**src/rtl/serial_dmux_rx_if.sv**
```systemverilog
// Handshake bundle for the serial receive deserializer: serial beat input on one side,
// parallel word output with valid/ready and status pulses on the other.
interface serial_dmux_rx_if #(
  parameter int unsigned WIDTH = 8
);
  logic             ser_in;
  logic             ser_valid;
  logic [WIDTH-1:0] out_data;
  logic             out_valid;
  logic             out_ready;
  logic             parity_err;
  logic             overrun;
  logic             busy;

  // master drives the serial link and consumes words; slave is the deserializer
  modport master (
    output ser_in, ser_valid, out_ready,
    input  out_data, out_valid, parity_err, overrun, busy
  );

  modport slave (
    input  ser_in, ser_valid, out_ready,
    output out_data, out_valid, parity_err, overrun, busy
  );
endinterface

```
**src/rtl/serial_dmux_rx.sv**
```systemverilog
// Bit-serial receive deserializer: start beat, WIDTH data beats LSB first, even parity beat.
// Good words land in a one-deep output slot; bad parity or a full slot drops the frame.
module serial_dmux_rx #(
  parameter int unsigned WIDTH = 8
) (
  input logic               clk,
  input logic               rst,
  serial_dmux_rx_if.slave   bus
);

  localparam int unsigned CntW = (WIDTH > 1) ? $clog2(WIDTH) : 1;
  localparam logic [CntW-1:0] LastCnt = CntW'(WIDTH - 1);

  typedef enum logic [1:0] {StIdle, StData, StParity} state_e;

  state_e           state_q, state_d;
  logic [CntW-1:0]  cnt_q, cnt_d;
  logic [WIDTH-1:0] shift_q, shift_d;
  logic [WIDTH-1:0] out_data_q, out_data_d;
  logic             out_valid_q, out_valid_d;
  logic             parity_err_q, parity_err_d;
  logic             overrun_q, overrun_d;

  logic take;
  logic slot_free;

  assign take      = out_valid_q & bus.out_ready;
  assign slot_free = ~out_valid_q | bus.out_ready;

  always_comb begin
    state_d      = state_q;
    cnt_d        = cnt_q;
    shift_d      = shift_q;
    out_data_d   = out_data_q;
    out_valid_d  = out_valid_q;
    parity_err_d = 1'b0;
    overrun_d    = 1'b0;

    if (take) begin
      out_valid_d = 1'b0;
    end

    unique case (state_q)
      StIdle: begin
        // a valid zero beat in idle is link filler
        if (bus.ser_valid && bus.ser_in) begin
          state_d = StData;
          cnt_d   = '0;
          shift_d = '0;
        end
      end
      StData: begin
        if (bus.ser_valid) begin
          shift_d[cnt_q] = bus.ser_in;
          if (cnt_q == LastCnt) begin
            state_d = StParity;
            cnt_d   = '0;
          end else begin
            cnt_d = cnt_q + 1'b1;
          end
        end
      end
      StParity: begin
        if (bus.ser_valid) begin
          state_d = StIdle;
          if ((^shift_q) ^ bus.ser_in) begin
            parity_err_d = 1'b1;
          end else if (slot_free) begin
            // a same-cycle handshake frees the slot, so the new word replaces it
            out_data_d  = shift_q;
            out_valid_d = 1'b1;
          end else begin
            overrun_d = 1'b1;
          end
        end
      end
      default: state_d = StIdle;
    endcase
  end

  always_ff @(posedge clk or posedge rst) begin
    if (rst) begin
      state_q      <= StIdle;
      cnt_q        <= '0;
      shift_q      <= '0;
      out_data_q   <= '0;
      out_valid_q  <= 1'b0;
      parity_err_q <= 1'b0;
      overrun_q    <= 1'b0;
    end else begin
      state_q      <= state_d;
      cnt_q        <= cnt_d;
      shift_q      <= shift_d;
      out_data_q   <= out_data_d;
      out_valid_q  <= out_valid_d;
      parity_err_q <= parity_err_d;
      overrun_q    <= overrun_d;
    end
  end

  assign bus.out_data   = out_data_q;
  assign bus.out_valid  = out_valid_q;
  assign bus.parity_err = parity_err_q;
  assign bus.overrun    = overrun_q;
  assign bus.busy       = (state_q != StIdle);

endmodule

```
**src/flat_wrapper.sv**
```systemverilog
// flat-port wrapper written by rule: the top's interface ports become plain ports
module serial_dmux_rx_flat 
#(
  parameter int unsigned WIDTH = 8
)
  (clk, rst, bus_ser_in, bus_ser_valid, bus_out_ready, bus_out_data, bus_out_valid, bus_parity_err, bus_overrun, bus_busy);
  serial_dmux_rx_if #(.WIDTH(WIDTH)) bus_i ();
  input logic clk;
  input logic rst;
  input wire logic [$bits(bus_i.ser_in)-1:0] bus_ser_in;
  input wire logic [$bits(bus_i.ser_valid)-1:0] bus_ser_valid;
  input wire logic [$bits(bus_i.out_ready)-1:0] bus_out_ready;
  output wire logic [$bits(bus_i.out_data)-1:0] bus_out_data;
  output wire logic [$bits(bus_i.out_valid)-1:0] bus_out_valid;
  output wire logic [$bits(bus_i.parity_err)-1:0] bus_parity_err;
  output wire logic [$bits(bus_i.overrun)-1:0] bus_overrun;
  output wire logic [$bits(bus_i.busy)-1:0] bus_busy;
  assign bus_i.ser_in = bus_ser_in;
  assign bus_i.ser_valid = bus_ser_valid;
  assign bus_i.out_ready = bus_out_ready;
  assign bus_out_data = bus_i.out_data;
  assign bus_out_valid = bus_i.out_valid;
  assign bus_parity_err = bus_i.parity_err;
  assign bus_overrun = bus_i.overrun;
  assign bus_busy = bus_i.busy;
  serial_dmux_rx #(.WIDTH(WIDTH)) u_core (.clk(clk), .rst(rst), .bus(bus_i));
endmodule
```
**config.mk**
```make
export PLATFORM = sky130hd
export DESIGN_NAME = serial_dmux_rx_flat
export DESIGN_NICKNAME = d
export VERILOG_FILES = /design/src/rtl/serial_dmux_rx_if.sv /design/src/rtl/serial_dmux_rx.sv /design/src/flat_wrapper.sv
export SDC_FILE = /design/constraint.sdc
export NUM_CORES = 1
export LEC_CHECK = 0
export BUFFER_PORTS_ARGS = -buffer_cell sky130_fd_sc_hd__buf_4
export CORE_ASPECT_RATIO = 0.5
export CORE_MARGIN = 4
export CORE_UTILIZATION = 35
export DETAILED_ROUTE_END_ITERATION = 10
export GPL_TIMING_DRIVEN = 1
export SYNTH_ARGS = -nofsm -noshare
export SYNTH_HDL_FRONTEND = slang
export SYNTH_SLANG_ARGS = --single-unit
export TNS_END_PERCENT = 1
```
**constraint.sdc**
```tcl
create_clock -name clk -period 2 [get_ports clk]
set_clock_uncertainty 0.15 [all_clocks]
set_input_delay 0.4 -clock clk [delete_from_list [all_inputs] [get_ports clk]]
set_output_delay 0.4 -clock clk [all_outputs]
set_load 0.01 [all_outputs]
```
==> summary.md <==
Max-cap violations in this run came to 0. Yosys mapped a number of flops with a built-in enable equal to 0. In the final layout, the share of cells above drive strength 1 is 33.8%. For the final weighted congestion in routability-driven placement, the log shows 0.786. The count of hold-fix buffers inserted at cts was 0; the net count after synthesis was 113.

The routed design could run at a clock period as short as 2020 ps. The commonest cells after synthesis are dfrtp_1, o21ai_0, mux2_2, nand2_1, clkbuf_1. The multi-input combinational cells in the finished layout cover a total of 542 µm². The source of the critical timing path is u_core.shift_q[1]$_DFFE_PP0P_. The final-report hold violation count was 0; the number of antenna cells inserted was 0. The flow ran to the end, but the final reports show violations.

For the worst setup path, the data arrival time is 2020 ps. The effective utilization at floorplan is 37.7%, and the delay of the slowest cell on the worst path is 490 ps. The most common cell in the synthesized netlist was dfrtp_1. Post-synth design cell area: 1170 µm².

The total count of max-transition violations in the final report is 0, and the setup slack on the worst flop-to-flop path is -20 ps. Filler cell count: 297. For this run, the leading register cell type out of synthesis is dfrtp_1. Total power for the finished layout comes to 2100 µW.

The cell at the root of the clock tree is clkbuf_8. The worst slew slack as a fraction of its limit is 75.4%. The tools report the overflow left after global routing as 0. The floorplan has 14 rows. Of the post-synthesis cell area, the dominant cell type holds 51.4%. The first-pass iteration count of the detailed router was 4. The top achievable clock speed is 0.495 GHz. Setup violations remaining at the end of the flow were counted as 8. The logs give 1810 µm for the sum of net half-perimeters after detailed placement and 24 for the number of DRC markers after the initial detailed-route iteration. Summed over all instances, the cell type with the most area after synthesis is dfrtp_1.

Traced cell by cell, the critical path runs through xor2_1, xnor3_2, mux2i_4, buf_12, mux2_2. The flip-flop and latch count after synthesis is 24. The peak fanout along the critical path was 8; the slew at the pin closest to its max-slew limit was 369 ps. In the routed layout, each cell is associated on average with a via count of 4.88. The average instance in the mapped netlist occupies 11.0 µm². The area growth from synthesis to layout is 28.5%. Of the available clock period, the critical path in the final layout requires 101%.

In this run the deepest clock path goes through 2 buffers. In the post-synthesis netlist, the biggest area contributors are dfrtp_1, mux2_2, o21ai_0. The run gives -20.1 ps as the minimum setup slack in the final design. The worst setup path is of the reg2reg kind.

The logs give 0.000729 µW for the leakage power summed over all cells and 106 for the post-synthesis instance total. Area occupied by registers: 601 µm². The last element of the critical path is u_core.bus.out_data[6]$_DFFE_PP0P_.

The first global-routing pass estimated 4030 µm of wire. The via count of the first global-routing pass was 827. The final reports fail on setup timing. The worst register-to-register path begins at u_core.shift_q[1]$_DFFE_PP0P_. The tools report the nature of the critical path endpoint as a register.

The worst-path cell with the longest stage delay was xnor3_2. Entering global routing, the biggest net connects 25 pins. The logs give 0 for the number of warnings reported in the yosys synthesis log and 51.4% for the share of synthesized area occupied by flip-flops and latches. The clock net in this run drives a total of 24 sinks.

TritonCTS built the clock tree. Setup repair after global routing could not meet its margin everywhere. Once detail routing completed, the nets flagged for antenna violations numbered 0. Clock-pin slew was measured on the worst setup and hold paths at 90 ps. The required time of the critical path was 2000 ps. The nature of the critical path startpoint was a register. 17 I/O pins were placed. The worst-skew pair later-pin latency came out at 270 ps. The number of antenna violations at the first check in global routing was 0. For the maximum level of the CTS H-tree, the log shows 1. The number of nets in the layout was 141; the count of port buffers added during placement was 16.

The synthesized netlist contains 27 unique library cells. The area of the die was 4380 µm². The worst hold-check path type was in2async. After detailed routing, the total wire length is 2400 µm. In this run the standard cell core region covers 3100 µm². The tools report the number of buffers created by CTS as 3. Setup total negative slack on the finished layout was measured at -138 ps.

From bottom edge to top edge, the die measures 48.9 µm. For this design the ratio of total power to cell area is 1400 nW/µm². The wire length per cell after detailed routing was 13.9 µm; the total track usage was 11.5%. The final route contains 845 vias. The die is 89.7 µm wide. Hold is met by 12.7 ps.

The worst register-to-register path ends at u_core.bus.out_data[6]$_DFFE_PP0P_. Counting flops with an async set or reset pin after synthesis yields a share of 100%. In the routed design, unresolved DRC markers number 0.

Measured in cells, the most critical reg-to-reg path has a length of 5. The worst-case vdd ir drop was 0.426 mV.
==> cell type report <==
cell class	instances	area share, %
Timing Repair Buffer	28	14.8
Sequential cell	24	40.0
Multi-Input combinational cell	73	36.1
Inverter	4	1.00
Clock inverter	1	2.00
Clock buffer	3	2.75
Tap cell	40	3.33
==> layout by cell type, fill, tap and decap left out, drive strengths merged <==
master	n
buf	28
dfrtp	24
o21ai	17
mux2	9
nand2	7
nand2b	4
inv	4
a31oi	4
nor2b	3
nor3	3
nor2	3
o21a	3
clkbuf	3
xor2	2
nand3	2
o31ai	2
ha	2
xnor3	2
xnor2	2
nand3b	1
nor3b	1
mux2i	1
a22o	1
or3	1
or2	1
a21oi	1
a311oi	1
bufinv	1
==> cells by family (layout without fill, tap and decap cells) <==
family                   Yosys count  in the layout  share of synthesized area, %
multiplexers                      10             10                          10.6
flip-flops                        24             24                          51.4
adder cells (fa/ha/maj)            2              2                          2.14
buffers and inverters              9             36                          2.89
XOR/XNOR                           6              6                          6.96
AO/OA/AOI/OAI                     29             29                          14.6
AND/OR/NAND/NOR                   26             26                          11.5
==> critical path, delay by kind of cell (launching register included) <==
| kind | cells | cell delay, ps |
|---|---|---|
| DFF | 1 | 400 |
| muxes | 2 | 540 |
| buffers and inverters | 1 | 150 |
| xor gates and xnor gates | 2 | 670 |
==> metal layers <==
layer | up-vias | wire (µm) | track usage, %
li1 | 429 | - | -
met1 | 392 | 1170 | 14.7
met4 | 0 | 20 | 4.58
met3 | 2 | 98 | 3.08
met5 | - | 0 | 0
met2 | 22 | 1120 | 18.5
==> report_power, final <==
part	leakage (µW)	switching, µW	internal [µW]
registers	0.000319	150	600
clock network	0.0000357	155	267
logic	0.000374	396	534
==> registers in the layout, indices dropped and copies added, names as in the netlist <==
name	count
u_core.bus.out_data	8
u_core.shift_q	8
u_core.cnt_q	3
u_core.state_q	2
u_core.bus.out_valid	1
u_core.bus.overrun	1
u_core.bus.parity_err	1
==> through the flow <==
stage / worst slack [ps] / instances / cell area, µm² / utilization (%)
6_report: -20.1 / 173 / 1500 / 48.4
5_1_grt: -52.3 / 173 / 1500 / 48.4
4_1_cts: -0.933 / 173 / 1490 / 48.2
3_5_place_dp: -70.2 / 168 / 1400 / 45.2
3_3_place_gp: -26.5 / 168 / 1400 / 45.2
2_1_floorplan: 70.2 / 106 / 1170 / -
==> what timing repair did <==
item | in CTS | in global routing
endpoints found under the setup margin | 8 | 8
gates resized for setup | 0 | 1
buffers inserted | 1 | 0
pin swaps | 0 | 1
==> worst min-delay path by stage <==
| stage | start | to | slack (ps) | depth (start not counted) |
|---|---|---|---|---|
| after CTS | rst | u_core.shift_q[1]$_DFFE_PP0P_ | 20 | 3 |
| after global placement | rst | u_core.bus.out_data[6]$_DFFE_PP0P_ | 320 | 3 |
| final | rst | u_core.shift_q[2]$_DFFE_PP0P_ | 10 | 3 |
| after floorplan | rst | u_core.bus.out_data[0]$_DFFE_PP0P_ | 260 | 1 |
| after detailed placement | rst | u_core.bus.out_data[5]$_DFFE_PP0P_ | 320 | 3 |
| after global routing | rst | u_core.bus.out_data[6]$_DFFE_PP0P_ | 30 | 3 |
(Power assumes the default switching activity.)
